<file path="config.mk">
export PLATFORM = sky130hd
export DESIGN_NAME = axi_lite_ctrl_master
export DESIGN_NICKNAME = d
export VERILOG_FILES = /design/src/rtl/axi_lite_ctrl_master_pkg.sv /design/src/rtl/axi_lite_ctrl_master.sv
export SDC_FILE = /design/constraint.sdc
export NUM_CORES = 1
export LEC_CHECK = 0
export CAP_MARGIN = 10
export CELL_PAD_IN_SITES_DETAIL_PLACEMENT = 2
export CELL_PAD_IN_SITES_GLOBAL_PLACEMENT = 2
export CORE_ASPECT_RATIO = 0.6
export CORE_UTILIZATION = 25
export DETAILED_ROUTE_END_ITERATION = 16
export HOLD_SLACK_MARGIN = 0.12
export PLACE_DENSITY = 0.89
export SYNTH_ARGS = -nofsm -noshare
export SYNTH_HDL_FRONTEND = slang
export SYNTH_SLANG_ARGS = --single-unit
export TNS_END_PERCENT = 50
</file>
<file path="constraint.sdc">
create_clock -name M_AXI_ACLK -period 4.1 [get_ports M_AXI_ACLK]
set_input_delay 0.615 -clock M_AXI_ACLK [delete_from_list [all_inputs] [get_ports M_AXI_ACLK]]
set_output_delay 0.615 -clock M_AXI_ACLK [all_outputs]
set_load 0.01 [all_outputs]
</file>
<file path="src/rtl/axi_lite_ctrl_master_pkg.sv">
// Shared definitions for the AXI-Lite control master: response codes, FSM
// encoding and the accelerator mode-register map.
package axi_lite_ctrl_master_pkg;

    localparam logic [1:0] AXI_OKAY   = 2'b00;
    localparam logic [1:0] AXI_EXOKAY = 2'b01;
    localparam logic [1:0] AXI_SLVERR = 2'b10;
    localparam logic [1:0] AXI_DECERR = 2'b11;

    typedef enum logic [2:0] {
        ST_IDLE       = 3'd0,
        ST_WADDR_DATA = 3'd1,
        ST_WRESP      = 3'd2,
        ST_RADDR      = 3'd3,
        ST_RDATA      = 3'd4,
        ST_RESP       = 3'd5
    } state_t;

    // Accelerator register map: {com, run} mode register at byte offset 0.
    localparam logic [31:0] REG_MODE = 32'h0000_0000;
    localparam logic [1:0]  MODE_RUN = 2'b01;
    localparam logic [1:0]  MODE_COM = 2'b10;

    function automatic logic resp_is_err(input logic [1:0] resp);
        return resp != AXI_OKAY;
    endfunction

endpackage

</file>
<file path="src/rtl/axi_lite_ctrl_master.sv">
// Single-outstanding AXI4-Lite initiator: one register command in, one AXI
// write or read out, completion returned on a valid/ready response port.
module axi_lite_ctrl_master
    import axi_lite_ctrl_master_pkg::*;
#(
    parameter int unsigned ADDR_W   = 32,
    parameter int unsigned DATA_W   = 32,
    parameter int unsigned ERRCNT_W = 8
) (
    input  logic                  M_AXI_ACLK,
    input  logic                  M_AXI_ARESETN,

    input  logic                  cmd_valid,
    output logic                  cmd_ready,
    input  logic                  cmd_write,
    input  logic [ADDR_W-1:0]     cmd_addr,
    input  logic [DATA_W-1:0]     cmd_wdata,

    output logic                  rsp_valid,
    input  logic                  rsp_ready,
    output logic [DATA_W-1:0]     rsp_rdata,
    output logic [1:0]            rsp_resp,
    output logic [ERRCNT_W-1:0]   err_cnt,

    output logic [ADDR_W-1:0]     M_AXI_AWADDR,
    output logic                  M_AXI_AWVALID,
    input  logic                  M_AXI_AWREADY,

    output logic [DATA_W-1:0]     M_AXI_WDATA,
    output logic [DATA_W/8-1:0]   M_AXI_WSTRB,
    output logic                  M_AXI_WVALID,
    input  logic                  M_AXI_WREADY,

    input  logic [1:0]            M_AXI_BRESP,
    input  logic                  M_AXI_BVALID,
    output logic                  M_AXI_BREADY,

    output logic [ADDR_W-1:0]     M_AXI_ARADDR,
    output logic                  M_AXI_ARVALID,
    input  logic                  M_AXI_ARREADY,

    input  logic [DATA_W-1:0]     M_AXI_RDATA,
    input  logic [1:0]            M_AXI_RRESP,
    input  logic                  M_AXI_RVALID,
    output logic                  M_AXI_RREADY
);

    localparam logic [ADDR_W-1:0]   WORD_MASK = ~ADDR_W'(3);
    localparam logic [ERRCNT_W-1:0] ERR_MAX   = '1;

    state_t state;
    logic   aw_done;
    logic   w_done;
    logic   aw_hs;
    logic   w_hs;

    // Only full-word writes are issued.
    assign M_AXI_WSTRB = '1;

    assign aw_hs = M_AXI_AWVALID && M_AXI_AWREADY;
    assign w_hs  = M_AXI_WVALID && M_AXI_WREADY;

    always_ff @(posedge M_AXI_ACLK or negedge M_AXI_ARESETN) begin
        if (!M_AXI_ARESETN) begin
            state         <= ST_IDLE;
            cmd_ready     <= 1'b0;
            rsp_valid     <= 1'b0;
            rsp_rdata     <= '0;
            rsp_resp      <= AXI_OKAY;
            err_cnt       <= '0;
            aw_done       <= 1'b0;
            w_done        <= 1'b0;
            M_AXI_AWADDR  <= '0;
            M_AXI_AWVALID <= 1'b0;
            M_AXI_WDATA   <= '0;
            M_AXI_WVALID  <= 1'b0;
            M_AXI_BREADY  <= 1'b0;
            M_AXI_ARADDR  <= '0;
            M_AXI_ARVALID <= 1'b0;
            M_AXI_RREADY  <= 1'b0;
        end else begin
            case (state)
                ST_IDLE: begin
                    cmd_ready <= 1'b1;
                    if (cmd_valid && cmd_ready) begin
                        cmd_ready <= 1'b0;
                        if (cmd_write) begin
                            M_AXI_AWADDR  <= cmd_addr & WORD_MASK;
                            M_AXI_WDATA   <= cmd_wdata;
                            M_AXI_AWVALID <= 1'b1;
                            M_AXI_WVALID  <= 1'b1;
                            aw_done       <= 1'b0;
                            w_done        <= 1'b0;
                            state         <= ST_WADDR_DATA;
                        end else begin
                            M_AXI_ARADDR  <= cmd_addr & WORD_MASK;
                            M_AXI_ARVALID <= 1'b1;
                            state         <= ST_RADDR;
                        end
                    end
                end

                // AW and W complete independently, in either order.
                ST_WADDR_DATA: begin
                    if (aw_hs) begin
                        M_AXI_AWVALID <= 1'b0;
                        aw_done       <= 1'b1;
                    end
                    if (w_hs) begin
                        M_AXI_WVALID <= 1'b0;
                        w_done       <= 1'b1;
                    end
                    if ((aw_done || aw_hs) && (w_done || w_hs)) begin
                        M_AXI_BREADY <= 1'b1;
                        state        <= ST_WRESP;
                    end
                end

                ST_WRESP: begin
                    if (M_AXI_BVALID && M_AXI_BREADY) begin
                        M_AXI_BREADY <= 1'b0;
                        rsp_rdata    <= '0;
                        rsp_resp     <= M_AXI_BRESP;
                        rsp_valid    <= 1'b1;
                        if (resp_is_err(M_AXI_BRESP) && err_cnt != ERR_MAX) begin
                            err_cnt <= err_cnt + ERRCNT_W'(1);
                        end
                        state <= ST_RESP;
                    end
                end

                ST_RADDR: begin
                    if (M_AXI_ARVALID && M_AXI_ARREADY) begin
                        M_AXI_ARVALID <= 1'b0;
                        M_AXI_RREADY  <= 1'b1;
                        state         <= ST_RDATA;
                    end
                end

                ST_RDATA: begin
                    if (M_AXI_RVALID && M_AXI_RREADY) begin
                        M_AXI_RREADY <= 1'b0;
                        rsp_rdata    <= M_AXI_RDATA;
                        rsp_resp     <= M_AXI_RRESP;
                        rsp_valid    <= 1'b1;
                        if (resp_is_err(M_AXI_RRESP) && err_cnt != ERR_MAX) begin
                            err_cnt <= err_cnt + ERRCNT_W'(1);
                        end
                        state <= ST_RESP;
                    end
                end

                // Response held until consumed; IDLE reopens one cycle later.
                ST_RESP: begin
                    if (rsp_valid && rsp_ready) begin
                        rsp_valid <= 1'b0;
                        cmd_ready <= 1'b1;
                        state     <= ST_IDLE;
                    end
                end

                default: begin
                    state <= ST_IDLE;
                end
            endcase
        end
    end

endmodule

</file>
== Yosys cells after proc, flatten, opt, wreduce, memory -nomap -nowiden ==
Cells that the tools add are included.

* Bitwise operators: 1
* Multiplexer cells: 48
* Reduce and logical (&&, ||, !) cells: 34
* Multiply operators: 0
* Div/mod/pow operators: 0
* Eq/ne operators: 18
* Add/sub/neg operators: 1
* Shifts and indexed selects: 0
* Magnitude comparators: 0

{| class="wikitable"
|+ Operators by type and width
! cell !! count
|-
| 32-bit 2-to-1 mux || 2
|-
| 32-bit one-hot mux with 2 select lines || 1
|-
| 8-bit 2-to-1 mux || 4
|-
| 2-bit inequality test (second input constant) || 12
|-
| 1-bit 2-to-1 mux || 20
|-
| 3-bit 2-to-1 mux || 6
|-
| 3-bit one-hot mux with 6 select lines || 1
|-
| 1-bit one-hot mux with 2 select lines || 8
|-
| 8-bit one-hot mux with 2 select lines || 1
|-
| 4-bit AND reduction || 4
|-
| 2-bit nonzero test || 8
|-
| 3-bit AND reduction || 5
|-
| 1-bit logical AND || 10
|-
| 8-bit by 1-bit adder with 8-bit output (second input constant) || 1
|-
| 8-bit inequality test (second input constant) || 1
|-
| 3-bit by 2-bit == test with 1-bit output (second input constant) || 2
|-
| 3-bit == test (second input constant) || 2
|-
| 2-bit 2-to-1 mux || 3
|-
| 6-bit AND reduction || 1
|-
| 5-bit AND reduction || 1
|-
| 2-bit one-hot mux with 2 select lines || 1
|-
| 3-bit by 1-bit == test with 1-bit output (second input constant) || 1
|-
| 3-bit zero test || 1
|-
| 1-bit one-hot mux with 3 select lines || 1
|-
| 4 further kinds || 5
|}

* Latch bits: 0
* Bits in writable memories: 0
* Memories kept: 0
* Logic and storage cells: 118
* Register bits: 146
* Output and inout bits: 149
* ROM bits: 0
* Bits of input ports: 110

== Depth between registers and ports, before layout ==
Gate-level depths: netlist of the first run.

* Depth in word-level cells: 5
* Gate-level depth with buffers: 7
* Depth with buffers taken out: 6

== Worst setup path before layout of the first run ==
OpenSTA, ideal clock, no wires.

* Kind: reg2reg
* Start: reg state[1]
* End: reg err_cnt[1]
* Setup time: 0.128 ns
* Clock period less this slack: 1.846 ns
* Required time: 3.972 ns
* Path slack: 2.254 ns
* Stages on the path, launching flop included: 8
* Path buffers: 2
* Arrival time: 1.719 ns
* Cells stage by stage: dfrtp_1 buf_2 nor3b_4 buf_6 nor2_2 a211oi_4 nand2_2 mux2_1

* Longest elaborated chain between the ends: 3
* Elaborated cells between the ends (all ways): 9
* Those cells by class: eq/ne: 6; mux: 1; reduce/logical: 2

{| class="wikitable"
|+ RTL lines
! what !! line !! source
|-
| from (decl) || axi_lite_ctrl_master.sv:51 || <nowiki>state_t state;</nowiki>
|-
| from (signal assigned) || axi_lite_ctrl_master.sv:65 || <nowiki>state <= ST_IDLE;</nowiki>
|-
| from (signal assigned) || axi_lite_ctrl_master.sv:94 || <nowiki>state <= ST_WADDR_DATA;</nowiki>
|-
| from (signal assigned) || axi_lite_ctrl_master.sv:98 || <nowiki>state <= ST_RADDR;</nowiki>
|-
| 3-bit == test or 3-bit by 2-bit == test with 1-bit output (tied branches) || axi_lite_ctrl_master.sv:82 || <nowiki>case (state)</nowiki>
|-
| 2-bit inequality test (no source line) or 2-bit nonzero test (tied branches) || - ||
|-
| 5-bit AND reduction (no source line) || - ||
|-
| to (signal assigned) || axi_lite_ctrl_master.sv:126 || <nowiki>err_cnt <= err_cnt + ERRCNT_W'(1);</nowiki>
|-
| to (signal assigned) || axi_lite_ctrl_master.sv:147 || <nowiki>err_cnt <= err_cnt + ERRCNT_W'(1);</nowiki>
|-
| to (decl) || axi_lite_ctrl_master.sv:23 || <nowiki>output logic [ERRCNT_W-1:0] err_cnt,</nowiki>
|}

Several ways; a longest one is shown, not always the timed one.
A chain may end at the register's enable or synchronous reset.

== Worst setup path after layout of the first run ==
* Start: reg state[2]
* End: reg rsp_rdata[28]

* Longest elaborated chain between the ends: 3
* Elaborated cells between the ends (all ways): 7
* Those cells by class: eq/ne: 4; mux: 1; reduce/logical: 2

{| class="wikitable"
|+ RTL lines
! what !! line !! source
|-
| 3-bit == test or 3-bit by 2-bit == test with 1-bit output (tied branches) || axi_lite_ctrl_master.sv:82 ||
|-
| 2-bit inequality test (no source line) or 2-bit nonzero test (tied branches) || - ||
|-
| 3-bit AND reduction (no source line) || - ||
|-
| to (signal assigned) || axi_lite_ctrl_master.sv:68 || <nowiki>rsp_rdata <= '0;</nowiki>
|-
| to (signal assigned) || axi_lite_ctrl_master.sv:122 || <nowiki>rsp_rdata <= '0;</nowiki>
|-
| to (signal assigned) || axi_lite_ctrl_master.sv:143 || <nowiki>rsp_rdata <= M_AXI_RDATA;</nowiki>
|-
| to (decl) || axi_lite_ctrl_master.sv:21 || <nowiki>output logic [DATA_W-1:0] rsp_rdata,</nowiki>
|}

Several ways; a longest one is shown, not always the timed one.

==> impl_metrics.yaml, run 1 <==
critical_path:
  crit_family: "buffers and inverters"
  path_depth: 5
  crit_fanout: 28
  cp_num_buf_inv: 2
  cpMostUsedCell: "buf_4"
  crit_chain: "nor3b_4, buf_4, o21ai_2, buf_4, a32o_1"
  critPathLaunchType: "register"
  endpoint: "rsp_rdata[28]$_DFFE_PN0P_"
  critPathKind: "reg2reg"
  r2r.worst_path.cells: 5
  rr_endpoint: "rsp_rdata[28]$_DFFE_PN0P_"
  cp-end-kind: "register"
  worstSetupStartpoint: "state[2]$_DFFE_PN0P_"
  required_ns: 4.40
  r2r_start: "state[2]$_DFFE_PN0P_"
  rrSetupSlack_ns: 1.39
  cp_slowest_cell: "nor3b_4"
  critical-path-max-stage-delay_ns: 0.69
  worst_ep_arrival_time_ns: 3.01
floorplan:
  dieArea_mm2: 0.0241
  die_h_um: 121
  core-area_mm2: 0.0225
  pin_count: 259
  die_x_um: 200
  num_rows: 42
  initial_utilization: 0.260
routing:
  drc: 0
  post_drt_via_cell_ratio: 4.44
  drt_iter0_drc: 145
  first_pass_iters: 5
  route.vias.total: 4539
  wl_mm: 19.5
  drtAntennaViolNets: 0
  wl_per_cell_um: 19.1
synth:
  synthesis.instances: 455
  syn_area_per_cell_um2: 12.9
  yosysSeqAreaShare: 0.624
  synth_ff_type: "dfrtp_1"
  ys_ff_latch: 146
  synth_edf_count: 0
  yosysWarnings: 0
  synth_cell_types: 42
  synthArstFlopShare: 1.00
  syn_area_mm2: 0.00586
min_path:
  hold_path_class: "in2async"
finish:
  final_nets: 813
  nFillCells: 2316
  drive_above_1_share: 0.190
  final_common_cell: "clkdlybuf4s50_1"
  layout_common_cells: "247 x clkdlybuf4s50_1, 146 x dfrtp_1, 92 x mux2_2"
  final_area_mm2: 0.00925
  n_antenna_cell: 0
  syn_to_final_growth_pct: 57.9
clock_tree:
  cts_buffer_depth: 2
  cts_resized: 0
  cts_tree: "built"
  clk_latency_ns: 0.42
  cts_buffers: 17
  clkSinkCount: 146
  clkTransAtPathRegs_ns: 0.06
  cts_hold_buf: 0
  h-tree-depth: 4
  post-cts-setup-buffers: 0
  root_buffer: "clkbuf_16"
global_route:
  grt_pass1_wl_mm: 30.3
  met2_usage: 0.265
  grt_pass1_vias: 5141
  use_met3: 0.0675
  grt_start_max_net_pins: 96
  grt_overflow: 0
  grt_util_met1: 0.217
  antenna_found_initial: 0
  grt_busiest_layer: "met2"
  track_usage: 0.168
sta:
  drv_slew: 0
  period_share: 0.661
  worst_slack_ns: 1.39
  timing.slew.headroom: 0.337
  tns_ns: 0
  finalClockSkew_ns: 0.0116
  tightest_slew_ns: 0.994
  min_period_ns: 2.71
  rsz0062_at_grt: "no"
  hold_viol: 0
  max_freq_ghz: 0.369
  setup_viol: 0
placed_design:
  portBuffers: 248
  place_congestion: 0.697
  pre_cts_slack_ns: 1.13
  placed_area_mm2: 0.00864
  hpwl_mm: 14.1
power:
  peakVddDrop_uv: 328
  power.static_leakage_nw: 3.97
  p_per_area_mw_per_mm2: 788
run_status:
  status: "complete, no violations"
flow_run:
  drv_cap: 0
## layer usage
metal / part of all wire / vias up
li1: - / 2056
met5: 0 / -
met3: 0.078 / 13
met1: 0.45 / 2321
met2: 0.47 / 149
met4: 0.0067 / 0
## cell type report
class	count	area, µm²	area share
Sequential cell	146	3650	0.395
Timing Repair Buffer	252	2530	0.273
Multi-Input combinational cell	284	2070	0.224
Clock buffer	21	450	0.0487
Tap cell	308	385	0.0417
Clock inverter	10	159	0.0172
Inverter	1	3.75	0.000406
## worst register-to-register path: stages, from the launching register on
cell	delay (ns)
dfrtp_1	0.68
nor3b_4	0.69
buf_4	0.45
o21ai_2	0.23
buf_4	0.31
a32o_1	0.25
## synthesized netlist by cell type (7+ instances only)
library cell | n | area, µm²
buf_4 | 8 | 60.1
nor2_1 | 7 | 26.3
nand3_1 | 38 | 190
nand2_1 | 78 | 293
xnor2_1 | 7 | 61.3
o21ai_0 | 7 | 35.0
a21oi_1 | 7 | 35.0
mux2_2 | 92 | 1040
buf_2 | 13 | 65.1
dfrtp_1 | 146 | 3650
## registers in the layout (all words and copies together), names as in the netlist, 2 cells and up
name          flops
M_AXI_ARADDR     30
M_AXI_AWADDR     30
M_AXI_WDATA      32
err_cnt           8
rsp_rdata        32
rsp_resp          2
state             3
## metrics by stage
stage               utilization  instances  hold slack, ns  total power, mW
floorplan                     -        461           0.319             3.83
global placement          0.384        991           0.449             5.53
detailed placement        0.384        991           0.460             5.71
CTS                       0.411       1022           0.341             7.42
global route              0.411       1022           0.357             7.75
finish                    0.411       1022           0.265             7.29
## logic make-up after synthesis
| logic type | Yosys count | synth area share |
|---|---|---|
| AO/OA/AOI/OAI | 31 | 0.0372 |
| XOR/XNOR | 7 | 0.0105 |
| buffers and inverters | 31 | 0.0291 |
| other | 2 | 0.00128 |
| adder cells (fa/ha/maj) | 1 | 0.00214 |
| multiplexers | 95 | 0.182 |
| flip-flops | 146 | 0.624 |
| AND/OR/NAND/NOR | 142 | 0.114 |
## report_power, final
part	switching [mW]	internal [mW]
combinational	1.30	1.76
sequential	0.462	2.12
clock	0.617	1.03
## worst min-delay path by stage
| stage | from | endpoint | slack (ns) | depth (start not counted) |
|---|---|---|---|---|
| detailed placement | rsp_rdata[8]$_DFFE_PN0P_ | rsp_rdata[8]$_DFFE_PN0P_ | 0.46 | 2 |
| finish | M_AXI_ARESETN | rsp_rdata[12]$_DFFE_PN0P_ | 0.27 | 1 |
| floorplan | M_AXI_ARESETN | M_AXI_ARADDR[10]$_DFFE_PN0P_ | 0.32 | 0 |
| global placement | rsp_rdata[17]$_DFFE_PN0P_ | rsp_rdata[17]$_DFFE_PN0P_ | 0.45 | 2 |
| global route | M_AXI_ARESETN | rsp_rdata[12]$_DFFE_PN0P_ | 0.36 | 1 |
| CTS | M_AXI_ARESETN | rsp_rdata[12]$_DFFE_PN0P_ | 0.34 | 1 |
No activity file was read; power rests on OpenSTA's default activity.
==> run 2: changes to the inputs <==
- clock period: 4.1 -> 2.7 ns (I/O delays scaled with it)
==> impl_metrics.yaml, run 2 (synthesis results as in run 1) <==
run_status:
  status: "complete, no violations"
routing:
  post_drt_via_cell_ratio: 4.43
  route.vias.total: 4567
  drt_iter0_drc: 130
  wl_per_cell_um: 19.3
  drc: 0
  wl_mm: 19.9
  drtAntennaViolNets: 0
  first_pass_iters: 3
sta:
  setup_viol: 0
  tightest_slew_ns: 0.568
  min_period_ns: 2.19
  max_freq_ghz: 0.457
  hold_viol: 0
  timing.slew.headroom: 0.621
  period_share: 0.811
  hold_slack_ns: 0.470
  finalClockSkew_ns: 0.00839
  drv_slew: 0
  tns_ns: 0
  rsz0062_at_grt: "no"
min_path:
  min_to: "rsp_rdata[3]$_DFFE_PN0P_"
  hold_path_class: "reg2reg"
  hold_depth: 2
  hold_start: "rsp_rdata[3]$_DFFE_PN0P_"
critical_path:
  worst_ep_arrival_time_ns: 2.49
  rr_endpoint: "err_cnt[1]$_DFFE_PN0P_"
  cp-end-kind: "register"
  crit_chain: "nor3b_2, buf_4, a22o_1, a211oi_4, nand2_2, mux2_1"
  r2r_start: "state[2]$_DFFE_PN0P_"
  critPathKind: "reg2reg"
  cp_slowest_cell: "dfrtp_1"
  required_ns: 3.00
  rrSetupSlack_ns: 0.51
  crit_fanout: 14
  critPathLaunchType: "register"
  critical-path-max-stage-delay_ns: 0.66
  r2r.worst_path.cells: 6
finish:
  syn_to_final_growth_pct: 59.0
  nFillCells: 2308
  reg_top3: "M_AXI_WDATA: 32 flops, rsp_rdata: 32 flops"
  fin_cells: 1031
  layout_common_cells: "247 x clkdlybuf4s50_1, 146 x dfrtp_1, 92 x mux2_2"
  final_common_cell: "clkdlybuf4s50_1"
  drive_above_1_share: 0.202
  final_area_mm2: 0.00931
  n_antenna_cell: 0
  final_nets: 822
placed_design:
  hpwl_mm: 14.9
  portBuffers: 248
  place_inst: 999
  place_congestion: 0.718
  placed_area_mm2: 0.00874
flow_run:
  drv_cap: 0
floorplan:
  dieArea_mm2: 0.0241
  initial_utilization: 0.260
  die_h_um: 121
  pin_count: 259
  num_rows: 42
  core-area_mm2: 0.0225
  die_x_um: 200
power:
  power.static_leakage_nw: 4.03
  p_per_area_mw_per_mm2: 1170
  peakVddDrop_uv: 428
clock_tree:
  clkTransAtPathRegs_ns: 0.06
  cts_tree: "built"
  cts_buffers: 17
  cts_buffer_depth: 2
  post-cts-setup-buffers: 0
  root_buffer: "clkbuf_16"
  clkSinkCount: 146
  h-tree-depth: 4
  clk_latency_ns: 0.42
global_route:
  grt_start_max_net_pins: 61
  track_usage: 0.173
  grt_pass1_vias: 5303
  antenna_found_initial: 0
  grt_pass1_wl_mm: 31.0
  grt_overflow: 0
-- run 2: layout make-up --
cell class	count	area [µm²]	area share
sequential	146	3650	0.392
timing repair buffer	261	2630	0.283
multi-input combinational	284	2070	0.222
clock buffer	22	484	0.0520
tap	308	385	0.0414
clock inverter	9	81.3	0.00873
inverter	1	3.75	0.000403
-- run 2: where the power goes --
group	total (mW)	switching, mW	leakage, nW	internal (mW)
logic	4.76	2.03	1.95	2.72
registers	3.89	0.672	1.79	3.22
clock network	2.28	0.925	0.285	1.36
-- run 2: layer usage --
metal	wire length, µm	track usage	up-vias
li1	-	-	2068
met2	9530	0.282	152
met5	0	0	-
met3	1860	0.0748	24
met4	307	0.0539	0
met1	8170	0.204	2323
-- run 2: critical path, delay by kind of cell, from the launching register on --
family                 cells  cell delay (ns)
AO/OA/AOI/OAI              2             0.57
buffers and inverters      1             0.19
flip-flops                 1             0.66
multiplexers               1             0.33
AND/OR/NAND/NOR            2             0.31
-- run 2: worst max-delay path by stage --
stage                    startpoint                           end  slack, ns  cells past startpoint
4_1_cts        state[2]$_DFFE_PN0P_        err_cnt[1]$_DFFE_PN0P_       0.50                      6
3_3_place_gp              cmd_valid  M_AXI_ARADDR[27]$_DFFE_PN0P_       0.35                      6
3_5_place_dp              cmd_valid   M_AXI_ARADDR[2]$_DFFE_PN0P_       0.31                      6
5_1_grt        state[2]$_DFFE_PN0P_        err_cnt[1]$_DFFE_PN0P_       0.33                      6
2_1_floorplan  state[1]$_DFFE_PN0P_        err_cnt[1]$_DFFE_PN0P_       0.85                      7
6_report       state[2]$_DFFE_PN0P_        err_cnt[1]$_DFFE_PN0P_       0.51                      6
-- run 2: metrics by stage --
stage	util	worst slack, ns	power, mW
after detailed placement	0.388	0.311	8.75
after CTS	0.414	0.496	11.1
after global placement	0.388	0.354	8.46
final	0.414	0.511	10.9
after floorplan	-	0.854	5.81
after global routing	0.414	0.335	11.6
-- run 2: what timing repair did --
action,4_1_cts,5_1_grt
hold buffers,1,0
gates resized for setup,0,0
hold endpoints to repair,48,0
==> run 3: changes to the inputs <==
- clock period: 2.7 -> 2.27 ns (I/O delays scaled with it)
==> impl_metrics.yaml, run 3 (synthesis results as in run 1) <==
clock_tree:
  root_buffer: "clkbuf_16"
  clkSinkCount: 146
  clk_latency_ns: 0.42
  cts_buffer_depth: 2
  cts_buffers: 17
  h-tree-depth: 4
  post-cts-setup-buffers: 0
  cts_resized: 0
  clkTransAtPathRegs_ns: 0.06
  cts_tree: "built"
routing:
  drc: 0
  drt_iter0_drc: 85
  route.vias.total: 4566
  post_drt_via_cell_ratio: 4.41
  drtAntennaViolNets: 0
  wl_per_cell_um: 18.8
  wl_mm: 19.5
  first_pass_iters: 4
global_route:
  track_usage: 0.167
  grt_pass1_wl_mm: 29.9
  antenna_found_initial: 1
  grt_start_max_net_pins: 52
  grt_pass1_vias: 5228
  grt_overflow: 0
sta:
  hold_slack_ns: 0.403
  period_share: 0.871
  max_freq_ghz: 0.506
  setup_viol: 0
  worst_slack_ns: 0.294
  tightest_slew_ns: 0.530
  finalClockSkew_ns: 0.00704
  min_period_ns: 1.98
  timing.slew.headroom: 0.646
  hold_viol: 0
  drv_slew: 0
  rsz0062_at_grt: "no"
  tns_ns: 0
power:
  intPower_mw: 9.07
  netSwitchingFraction: 0.322
  p_per_area_mw_per_mm2: 1420
  power.static_leakage_nw: 4.06
  clockPowerShare: 0.235
  switchingPower_mw: 4.31
  peakVddDrop_uv: 574
  p_comb_frac: 0.423
  seqPwrFrac: 0.342
critical_path:
  cp-end-kind: "register"
  worst_ep_arrival_time_ns: 2.27
  required_ns: 2.57
  critPathKind: "reg2reg"
  critPathLaunchType: "register"
  crit_fanout: 18
finish:
  final_nets: 825
  final_common_cell: "clkdlybuf4s50_1"
  utilization: 0.419
  reg_top3: "M_AXI_WDATA: 32 flops, rsp_rdata: 32 flops"
  drive_above_1_share: 0.206
  syn_to_final_growth_pct: 60.8
  n_antenna_cell: 0
  layout_common_cells: "247 x clkdlybuf4s50_1, 146 x dfrtp_1, 92 x mux2_2"
placed_design:
  place_congestion: 0.712
  hpwl_mm: 14.5
  portBuffers: 248
  pre_cts_slack_ns: 0.0970
floorplan:
  die_h_um: 121
  pin_count: 259
  num_rows: 42
  die_x_um: 200
  core-area_mm2: 0.0225
  initial_utilization: 0.260
  dieArea_mm2: 0.0241
run_status:
  status: "complete, no violations"
min_path:
  hold_path_class: "in2async"
flow_run:
  drv_cap: 0
-- run 3: changes by cell type in the layout (fill, tap and decap cells not counted), sizes merged --
cell      previous run  this run
bufinv               1         5
inv                  1         2
clkinv               8         3
buf                 13        16
clkinvlp             0         3
clkbuf              22        20
-- run 3: path summary, 6_finish.rpt --
check	slack [ns]	start	cells past startpoint	endpoint
max	0.29	state[2]$_DFFE_PN0P_	5	M_AXI_ARADDR[7]$_DFFE_PN0P_
min	0.40	M_AXI_ARESETN	2	rsp_rdata[12]$_DFFE_PN0P_
max reg2reg	0.29	state[2]$_DFFE_PN0P_	5	M_AXI_ARADDR[7]$_DFFE_PN0P_
min reg2reg	0.46	rsp_rdata[1]$_DFFE_PN0P_	2	rsp_rdata[1]$_DFFE_PN0P_
max in group asynchronous	1.22	M_AXI_ARESETN	3	M_AXI_AWADDR[14]$_DFFE_PN0P_
min in group M_AXI_ACLK	0.46	rsp_rdata[1]$_DFFE_PN0P_	2	rsp_rdata[1]$_DFFE_PN0P_
-- run 3: power by group through the flow --
stage	Combinational (mW)	Sequential (mW)	Clock (mW)
finish	5.66	4.58	3.15
global route	6.09	4.75	3.35
CTS	5.77	4.61	3.27
detailed placement	5.72	4.64	0
global placement	5.52	4.51	0
floorplan	1.85	5.06	0
-- run 3: area by class of cell --
class / count / area, µm²
fill: 2302 / 13100
timing repair buffer: 264 / 2640
inverter: 1 / 3.75
sequential: 146 / 3650
clock buffer: 20 / 457
clock inverter: 12 / 204
multi-input combinational: 284 / 2070
tap: 308 / 385
-- run 3: through the flow --
step	power, mW	std cells	area [µm²]
finish	13.4	1035	9420
global route	14.2	1035	9420
CTS	13.6	1035	9420
detailed placement	10.4	1002	8750
global placement	10.0	1002	8750
floorplan	6.91	461	5880
-- run 3: per-layer routing --
layer | global-route usage | wire length, µm | part of all wire
met1 | 0.198 | 8260 | 0.42
met3 | 0.0681 | 1670 | 0.086
met4 | 0.0496 | 227 | 0.012
met2 | 0.276 | 9330 | 0.48
met5 | 0 | 13 | 0.00067
-- run 3: what timing repair did --
action | 4_1_cts | 5_1_grt
endpoints found under the setup margin | 0 | 0
hold buffers | 1 | 0
endpoints found under the hold margin | 36 | 0
-- run 3: critical path: stages, from the launching register on --
cell and delay [ns]:
dfrtp_1 0.47, buf_4 0.21, nor4_4 0.50, nand2b_2 0.12, buf_4 0.25, mux2_2 0.31
